## config.mk

```make
export PLATFORM = sky130hd
export DESIGN_NAME = wb_arbiter2
export DESIGN_NICKNAME = d
export VERILOG_FILES = /design/src/rtl/wb_arbiter2.sv
export SDC_FILE = /design/constraint.sdc
export NUM_CORES = 1
export LEC_CHECK = 0
export ABC_CLOCK_PERIOD_IN_PS = 4900
export CORE_AREA = 2 2 125 127
export CTS_BUF_LIST = sky130_fd_sc_hd__clkbuf_16
export DETAILED_ROUTE_END_ITERATION = 8
export DIE_AREA = 0 0 127 129
export GPL_TIMING_DRIVEN = 1
export PLACE_DENSITY_LB_ADDON = 0.15
export SLEW_MARGIN = 30
export SYNTH_ARGS = -nofsm -noshare
export SYNTH_HDL_FRONTEND = slang
export SYNTH_SLANG_ARGS = --single-unit
```

## constraint.sdc

```tcl
create_clock -name clk -period 4.9 [get_ports clk]
set_input_delay 1.47 -clock clk [delete_from_list [all_inputs] [get_ports clk]]
set_output_delay 1.47 -clock clk [all_outputs]
set_load 0.01 [all_outputs]
```

## src/rtl/wb_arbiter2.sv

```systemverilog
`default_nettype none
// ============================================================================
// Module   : wb_arbiter2
// Purpose  : Two-master / one-slave Wishbone classic arbiter with CYC lock,
//            round-robin tie break and an unanswered-strobe watchdog.
// Revision : 1.0 - initial release
// ============================================================================
module wb_arbiter2 #(
    parameter int datawidth = 32,
    parameter int addrwidth = 32,
    parameter int TIMEOUT   = 255
) (
    input  logic                 clk,
    input  logic                 rst,
    input  logic                 m0_cyc_i,
    input  logic                 m0_stb_i,
    input  logic                 m0_we_i,
    input  logic [3:0]           m0_sel_i,
    input  logic [addrwidth-1:0] m0_adr_i,
    input  logic [datawidth-1:0] m0_dat_i,
    output logic [datawidth-1:0] m0_dat_o,
    output logic                 m0_ack_o,
    output logic                 m0_err_o,
    input  logic                 m1_cyc_i,
    input  logic                 m1_stb_i,
    input  logic                 m1_we_i,
    input  logic [3:0]           m1_sel_i,
    input  logic [addrwidth-1:0] m1_adr_i,
    input  logic [datawidth-1:0] m1_dat_i,
    output logic [datawidth-1:0] m1_dat_o,
    output logic                 m1_ack_o,
    output logic                 m1_err_o,
    output logic                 s_cyc_o,
    output logic                 s_stb_o,
    output logic                 s_we_o,
    output logic [3:0]           s_sel_o,
    output logic [addrwidth-1:0] s_adr_o,
    output logic [datawidth-1:0] s_dat_o,
    input  logic [datawidth-1:0] s_dat_i,
    input  logic                 s_ack_i,
    input  logic                 s_err_i,
    output logic [1:0]           grant,
    output logic                 timeout_o
);

    typedef enum logic [1:0] {
        IDLE = 2'd0,
        OWN0 = 2'd1,
        OWN1 = 2'd2
    } state_t;

    state_t r_state;
    state_t w_state_nxt;
    logic   r_last;
    logic   w_last_nxt;
    logic   w_own0;
    logic   w_own1;
    logic   w_wd_err;
    logic   w_term_err;

    always_ff @(posedge clk) begin
        if (rst) begin
            r_state <= IDLE;
            r_last  <= 1'b1;
        end else begin
            r_state <= w_state_nxt;
            r_last  <= w_last_nxt;
        end
    end

    // r_last names the most recent owner; on a tie the other master wins.
    always_comb begin
        w_state_nxt = r_state;
        w_last_nxt  = r_last;
        case (r_state)
            IDLE: begin
                if (m0_cyc_i && m1_cyc_i)
                    w_state_nxt = r_last ? OWN0 : OWN1;
                else if (m0_cyc_i)
                    w_state_nxt = OWN0;
                else if (m1_cyc_i)
                    w_state_nxt = OWN1;
            end
            OWN0: begin
                if (!m0_cyc_i) begin
                    w_state_nxt = IDLE;
                    w_last_nxt  = 1'b0;
                end
            end
            OWN1: begin
                if (!m1_cyc_i) begin
                    w_state_nxt = IDLE;
                    w_last_nxt  = 1'b1;
                end
            end
            default: w_state_nxt = IDLE;
        endcase
    end

    assign w_own0 = (r_state == OWN0);
    assign w_own1 = (r_state == OWN1);
    assign grant  = {w_own1, w_own0};

    always_comb begin
        s_cyc_o = 1'b0;
        s_stb_o = 1'b0;
        s_we_o  = 1'b0;
        s_sel_o = '0;
        s_adr_o = '0;
        s_dat_o = '0;
        if (w_own0) begin
            s_cyc_o = m0_cyc_i;
            s_stb_o = m0_stb_i;
            s_we_o  = m0_we_i;
            s_sel_o = m0_sel_i;
            s_adr_o = m0_adr_i;
            s_dat_o = m0_dat_i;
        end else if (w_own1) begin
            s_cyc_o = m1_cyc_i;
            s_stb_o = m1_stb_i;
            s_we_o  = m1_we_i;
            s_sel_o = m1_sel_i;
            s_adr_o = m1_adr_i;
            s_dat_o = m1_dat_i;
        end
    end

    assign m0_dat_o   = s_dat_i;
    assign m1_dat_o   = s_dat_i;
    assign w_term_err = s_err_i | w_wd_err;
    assign m0_ack_o   = s_ack_i & w_own0 & ~s_err_i;
    assign m1_ack_o   = s_ack_i & w_own1 & ~s_err_i;
    assign m0_err_o   = w_term_err & w_own0;
    assign m1_err_o   = w_term_err & w_own1;
    assign timeout_o  = w_wd_err;

    generate
        if (TIMEOUT > 0) begin : g_wd
            localparam int c_cnt_w = $clog2(TIMEOUT + 1);
            logic [c_cnt_w-1:0] r_cnt;

            // A slave answer in the expiry cycle takes precedence over the timeout.
            assign w_wd_err = s_stb_o && !s_ack_i && !s_err_i
                              && (r_cnt == c_cnt_w'(TIMEOUT));

            always_ff @(posedge clk) begin
                if (rst)
                    r_cnt <= '0;
                else if (!s_stb_o || s_ack_i || s_err_i || w_wd_err
                         || (w_state_nxt != r_state))
                    r_cnt <= '0;
                else
                    r_cnt <= r_cnt + c_cnt_w'(1);
            end
        end else begin : g_no_wd
            assign w_wd_err = 1'b0;
        end
    endgenerate

endmodule
`default_nettype wire

```

==> run metrics, run 1 <==
mean area per synthesized cell 8.26 sq um; non-filler cells, final 553; Clock Tree Buf Depth 2; leading post-synthesis cells by cell area a22o_1 34%, buf_4 28%, dfxtp_1 12%, clkbuf_1 2.3%, nor3_2 1.7%; final worst path period share 92.8%; crit path kind in -> out; via count 2190; initial antenna violation count 0; final count of negative-setup-slack endpoints 0; setup TNS 0 ps; unique cell type count in the Yosys netlist 36; NetSw 0.000148 W; most frequent cells in the layout 223 x clkdlybuf4s50_1, 69 x a22o_1, 11 x dfxtp_1; Hold Violations, Final 0; GR Overflow Total 0; Syn Nets 394; Post-Synthesis Cells 215; layout cells sized above 1 6.03%; cell count after placement 549; Pwr Density 145 nW/um^2; Synth top area share 34.0%; Top Ports 320; relative slew slack 71.0%; vias in the first global route 2221; hpwl dp 8.67 mm; FP Rows 45; Root Buffer clkbuf_16; Vias/cell 3.96; # clock sinks 11; first-pass GRT wire length 14.1 mm; GP Congestion 0.706; ant diodes 0; synth warn 0; Total Routed Length 10.4 mm; Post-CTS Resized 0; max-cap violations 0; Max Clk Rate 0.220 GHz; core area 15000 sq um; drt drc 0; number of flops mapped to enable cells by yosys 0; TritonCTS Buffers 3; most common flop cell mapped by yosys dfxtp_1; final antenna-violating net count 0; design area 3800 sq um; fin. max-slew vios 0; area grow syn2layout 114%; Placed Area 3720 sq um; outcome complete, no violations; Worst Setup End Kind primary output; WP data required 3430 ps; post-synth top area cell a22o_1; Die Y 129 microns; 1st-iter DRT viols 85; Leakage 1.39 nW; RSZ-0062 raised after global routing false; Tot GR Track Use 11.2%; Pre-antenna DRT Iters 4; # port buffers 223; fraction of the yosys area taken by sequential cells 12.4%; Post CTS Setup Buffer Count 0; clock network power share 26.1%; chip width 127 microns; commonest non-fill, non-tap cell in the layout clkdlybuf4s50_1; die area 16400 sq um; clock latency on the worst-skew pair 230 ps; worst min-delay path class reg -> reg; share of total power in sequential cells 17.1%; CTS tree done; flop and latch count out of synthesis 11; Worst EP arrival 3080 ps; Comb power frac 56.8%; crit start category input port; H-tree depth 1; largest net degree at the start of global routing 38; internal power 0.000404 W; Synth async-reset ratio 0%; Final min period 4550 ps; starting density of the core 11.9%; VDD IR max 0.000184 V; skew final 1.24 ps; synthesized area 1780 sq um; sw frac 26.8%; Nets 545; clock slew at reported path FFs 40 ps; hold buffer count at cts 0; WL per Instance 18.8 microns; Critical Path Fanout Max 4; Least-Margin Pin Slew 434 ps
per-layer routing:
| layer | wire length, microns | track usage [%] |
|---|---|---|
| met2 | 5360 | 20.8 |
| met3 | 970 | 3.28 |
| met5 | 0 | 0 |
| met1 | 3970 | 12.9 |
| met4 | 70 | 1.42 |
registers in the layout, indices dropped and copies added (netlist names):
name        flops
r_last          1
g_wd.r_cnt      8
r_state         2
worst max-delay path, cell delays in order:
cell             delay, ps
clkdlybuf4s50_1        410
a22o_4                 270
a31oi_1                330
nor3_1                  90
clkdlybuf4s50_1        500
synth_stat cells (all sizes together), types with 2 or more instances:
cell type / instances
clkbuf: 11
a22o: 70
a21oi: 4
xnor2: 2
nor3b: 2
o21ai: 3
nor2: 6
buf: 71
dfxtp: 11
nand3: 3
and3: 4
nor3: 5
nand2: 4
inv: 3
xor2: 3
layout make-up:
cell class / count / area (sq um)
clock buffer: 3 / 75.1
inverter: 3 / 11.3
timing repair buffer: 228 / 2270
sequential: 11 / 220
tap: 188 / 235
clock inverter: 1 / 3.75
fill: 1628 / 11200
multi-input combinational: 119 / 985
worst paths after layout:
check,start,end,slack [ps],depth (start not counted)
setup / recovery,m1_stb_i,m1_err_o,350,5
hold / removal,g_wd.r_cnt[7],g_wd.r_cnt[7],470,2
setup reg to reg,r_state[0],g_wd.r_cnt[1],3330,5
hold reg to reg,g_wd.r_cnt[7],g_wd.r_cnt[7],470,2
power groups by stage:
stage	clock network (W)	logic [W]	registers (W)
after floorplan	0	0.000147	0.0000950
after global placement	0	0.000317	0.0000959
after detailed placement	0	0.000316	0.0000959
after CTS	0.000148	0.000319	0.0000943
after global routing	0.000154	0.000332	0.0000947
final	0.000144	0.000314	0.0000944
logic make-up (layout without fill, tap and decap cells):
group | Yosys count | count (layout) | share of synthesized area, %
AO/OA/AOI/OAI | 80 | 80 | 39.2
flip-flops | 11 | 11 | 12.4
XOR/XNOR | 5 | 5 | 2.47
AND/OR/NAND/NOR | 33 | 33 | 12.6
adder cells (fa/ha/maj) | 1 | 1 | 0.704
buffers and inverters | 85 | 235 | 32.6
through the flow:
step	worst slack [ps]	hold slack (ps)	utilization [%]	power, W
2_1_floorplan	1340	435	-	0.000242
3_3_place_gp	280	445	24.8	0.000413
3_5_place_dp	310	461	24.8	0.000412
4_1_cts	300	468	25.4	0.000561
5_1_grt	215	516	25.4	0.000580
6_report	352	467	25.4	0.000552
No activity file was read; power rests on OpenSTA's default activity.
==> run 2: changes to the inputs <==
ABC_AREA = 1   (was not set)
ABC_CLOCK_PERIOD_IN_PS = 5200   (was 4900)
CORE_AREA = 2 2 124 126   (was 2 2 125 127)
DIE_AREA = 0 0 126 128   (was 0 0 127 129)
clock period = 5.2 ns   (was 4.9 ns; I/O delays follow)
==> run 2 against run 1 <==
Sequential power shrank 5.9%. Critical path depth grew 1. Combinational power is essentially flat. Critical endpoint unchanged. Largest cell class unchanged.
==> run metrics, run 2 <==
relative slew slack 60.7%; leading post-synthesis cells by cell area a22o_1 32%, buf_4 26%, dfxtp_1 12%, buf_6 8.3%, nand2_1 3.8%; Synth Area in Simple Gates 11.8%; mean area per synthesized cell 7.74 sq um; area of the multi-input gates 941 sq um; WL per Instance 19.3 microns; final antenna-violating net count 0; synth warn 0; die area 16100 sq um; design area 3820 sq um; Total Routed Length 11.2 mm; Tot GR Track Use 12.6%; Final min period 4750 ps; # port buffers 223; hpwl dp 9.26 mm; most common library cells after synthesis 69 x a22o_1, 66 x buf_4, 19 x nand2_1; via count 2313; Post CTS Setup Buffer Count 0; worst min-delay path class reg -> reg; Pwr Density 142 nW/um^2; chip width 126 microns; Layout fillers 1620; VDD IR max 0.0000730 V; commonest non-fill, non-tap cell in the layout clkdlybuf4s50_1; Die Y 128 microns; Compound-Gate Fraction of Synth Area 35.5%; skew final 0.974 ps; CTS tree done; clock slew at reported path FFs 40 ps; initial antenna violation count 0; crit start category input port; setup TNS 0 ps; routed wl met3 1.39 mm; post-synthesis adder-cell area fraction 0.662%; # clock sinks 11; FP Rows 45; Max Clk Rate 0.210 GHz; ant diodes 0; first-pass GRT wire length 15.5 mm; most frequent cells in the layout 223 x clkdlybuf4s50_1, 69 x a22o_1, 19 x nand2_1; Synth top area share 32.0%; vias in the first global route 2392; starting density of the core 12.7%; WP data required 3640 ps; Post-Synthesis Cells 244; Post-CTS Resized 0; Hold Violations, Final 0; Layout Utilization 25.7%; synthesized area 1890 sq um; DR WL met2 5.04 mm; Leakage 1.42 nW; layout cells sized above 1 3.56%; Synth async-reset ratio 0%; Worst EP arrival 3190 ps; Clock Tree Buf Depth 2; Nets 573; largest family of logic cells by synthesized area buffers and inverters; GP Congestion 0.749; Top Metal Used met4; core area 14900 sq um; Pre-antenna DRT Iters 4; drt drc 0; hold path depth 1; Least-Margin Pin Slew 588 ps; Worst Setup End Kind primary output; largest net degree at the start of global routing 63; post-synth top area cell a22o_1; biggest regs g_wd.r_cnt x8, r_state x2, r_last x1; flop and latch count out of synthesis 11; final worst path period share 91.4%; TritonCTS Buffers 3; Post-Synth XOR/XNOR Area 1.85%; clock latency on the worst-skew pair 240 ps; Placed Area 3740 sq um; most common flop cell mapped by yosys dfxtp_1; Top Ports 320; crit path kind in -> out; Vias/cell 3.98; R2R cell count 4; final count of negative-setup-slack endpoints 0; max reg flops 8; RSZ-0062 raised after global routing false; area grow syn2layout 102%; number of flops mapped to enable cells by yosys 0; max-cap violations 0; sequential cell area 220 sq um; Root Buffer clkbuf_16; fin. max-slew vios 0; proportion of synthesized area in mux cells 0%; hold buffer count at cts 0; GR Overflow Total 0; unique cell type count in the Yosys netlist 24; dominant cell by count in the synthesized netlist a22o_1; most flop-heavy register g_wd.r_cnt; met1 wire length 4.72 mm; outcome complete, no violations; fraction of the yosys area taken by sequential cells 11.7%; H-tree depth 1; 1st-iter DRT viols 80; Syn Nets 423; Critical Path Fanout Max 3
-- run 2: kinds of logic (layout without fill, tap and decap cells) --
family                   after synthesis  after routing
buffers and inverters                100            249
XOR/XNOR                               4              4
adder cells (fa/ha/maj)                1              1
AND/OR/NAND/NOR                       49             49
flip-flops                            11             11
AO/OA/AOI/OAI                         79             79
-- run 2: worst paths after layout --
kind	from	endpoint	slack (ps)
min reg2reg	g_wd.r_cnt[0]	g_wd.r_cnt[0]	440
max reg2reg	r_state[1]	r_last	3640
max	m0_stb_i	m1_err_o	450
min	g_wd.r_cnt[0]	g_wd.r_cnt[0]	440
-- run 2: critical path, cell delays in order --
cell             delay [ps]
clkdlybuf4s50_1         470
nand3_1                  70
nand2_1                 170
nand3_1                 170
a21oi_1                 180
clkdlybuf4s50_1         560
-- run 2: cell type report --
class / instances / share of cell area, %
Inverter: 20 / 1.96
Clock inverter: 1 / 0.0982
Multi-Input combinational cell: 133 / 24.6
Sequential cell: 11 / 5.76
Tap cell: 188 / 6.15
Timing Repair Buffer: 225 / 59.4
Clock buffer: 3 / 1.96
-- run 2: routing by layer --
metal,up-vias,GRT usage [%]
li1,1098,-
met1,1037,16.3
met2,173,20.3
met3,5,5.51
met4,0,1.16
met5,-,0
-- run 2: power breakdown --
part           switching, W  internal [W]
registers        0.00000258     0.0000862
logic              0.000114      0.000199
clock network     0.0000393      0.000101
-- run 2: through the flow --
step	setup slack (ps)	total power, W	hold slack (ps)	instances
final	447	0.000542	441	581
after global routing	323	0.000570	481	581
after CTS	419	0.000550	448	581
after detailed placement	438	0.000405	439	577
after global placement	485	0.000406	431	577
after floorplan	1520	0.000243	417	244
==> run 3: changes to the inputs <==
PLACE_DENSITY = 0.6   (was not set)
PLACE_DENSITY_LB_ADDON = not set   (was 0.15)
REMOVE_ABC_BUFFERS = 1   (was not set)
==> run 3 against run 2 <==
First-iteration DRC count rose by 130%. Wire length rose by 25%. Power rose by 2.0%. Sequential share of layout area barely moved. Clock skew rose by 2.4 ps. Final cell count rose by 0.52%. Sequential power barely moved. Critical path depth did not move. Register-to-register slack got worse by 50 ps.
==> run metrics, run 3 (synthesized netlist as in run 2, its figures left out) <==
outcome complete, no violations; Top Ports 320; Placed Area 3730 sq um; setup TNS 0 ps; Least-Margin Pin Slew 621 ps; VDD IR max 0.0000722 V; Post CTS Setup Buffer Count 0; relative slew slack 58.5%; TritonCTS Buffers 3; crit start category input port; fin. max-slew vios 0; Clock Tree Buf Depth 2; Die Y 128 microns; biggest regs g_wd.r_cnt x8, r_state x2, r_last x1; clock slew at reported path FFs 40 ps; Leakage 1.44 nW; initial antenna violation count 0; RSZ-0062 raised after global routing false; FP Rows 45; Pre-antenna DRT Iters 4; max-cap violations 0; CTS tree done; GR Overflow Total 0; Total Routed Length 14.0 mm; largest net degree at the start of global routing 42; Pwr Density 144 nW/um^2; max reg flops 8; 1st-iter DRT viols 181; via count 2501; Nets 576; layout cells sized above 1 4.29%; area grow syn2layout 103%; CP Cell Sequence clkdlybuf4s50_1, nand3_1, nand2_1, nand3_1, a21oi_1, clkdlybuf4s50_1; die area 16100 sq um; ant diodes 0; Critical Path Fanout Max 3; crit path kind in -> out; CP Depth 6; final antenna-violating net count 0; GP Congestion 0.854; # clock sinks 11; Vias/cell 4.28; vias in the first global route 2523; final hold slack 449 ps; commonest non-fill, non-tap cell in the layout clkdlybuf4s50_1; Tot GR Track Use 16.2%; hold buffer count at cts 0; Max Clk Rate 0.207 GHz; first-pass GRT wire length 18.6 mm; WP data required 3640 ps; final worst path period share 93.0%; Final min period 4830 ps; Root Buffer clkbuf_16; Worst EP arrival 3270 ps; design area 3840 sq um; chip width 126 microns; Hold Violations, Final 0; CP bufs+invs 2; skew final 3.34 ps; drt drc 0; hpwl dp 11.7 mm; FF-to-FF setup slack 3590 ps; clock latency on the worst-skew pair 240 ps; DP Worst Slack 332 ps; # port buffers 223; CP max stage delay 560 ps; Worst Setup End Kind primary output; R2R cell count 4; Crit-path slowest cell clkdlybuf4s50_1; Layout fillers 1568; core area 14900 sq um; hold path depth 1; worst min-delay path class reg -> reg; Post-CTS Resized 0; WL per Instance 23.9 microns; H-tree depth 1; CP top delay family buffers and inverters; most frequent cells in the layout 223 x clkdlybuf4s50_1, 69 x a22o_1, 19 x nand2_1; final count of negative-setup-slack endpoints 0; most flop-heavy register g_wd.r_cnt; starting density of the core 12.7%; setup slack after layout 366 ps
-- run 3: power breakdown --
part / internal [W] / leakage, nW / switching, W
registers: 0.0000863 / 0.0891 / 0.00000227
logic: 0.000201 / 1.30 / 0.000124
clock network: 0.000101 / 0.0423 / 0.0000380
-- run 3: final cells by class --
cell class	instances	area, sq um	share of cell area (%)
clock inverters	1	3.75	0.0978
inverters	20	75.1	1.96
flip-flops and latches	11	220	5.73
clock buffers	3	75.1	1.96
well taps	188	235	6.13
multi-input cells	133	941	24.5
repair buffers	228	2290	59.6
-- run 3: routing by layer --
layer / routed length, microns / global-route usage, %
met4: 83 / 2.33
met2: 4980 / 19.5
met1: 5850 / 20.8
met5: 0 / 1.55
met3: 3070 / 15.1
-- run 3: final timing paths --
kind                                    start             to
worst max-delay path                 m0_stb_i       m0_err_o
worst min-delay path            g_wd.r_cnt[0]  g_wd.r_cnt[0]
worst max register to register     r_state[1]         r_last
worst min register to register  g_wd.r_cnt[0]  g_wd.r_cnt[0]
-- run 3: per-stage QoR --
stage | std cells | util (%) | power, W
floorplan | 164 | - | 0.000176
global placement | 579 | 25.1 | 0.000411
detailed placement | 579 | 25.1 | 0.000411
CTS | 583 | 25.6 | 0.000556
global route | 584 | 25.8 | 0.000580
finish | 584 | 25.8 | 0.000553
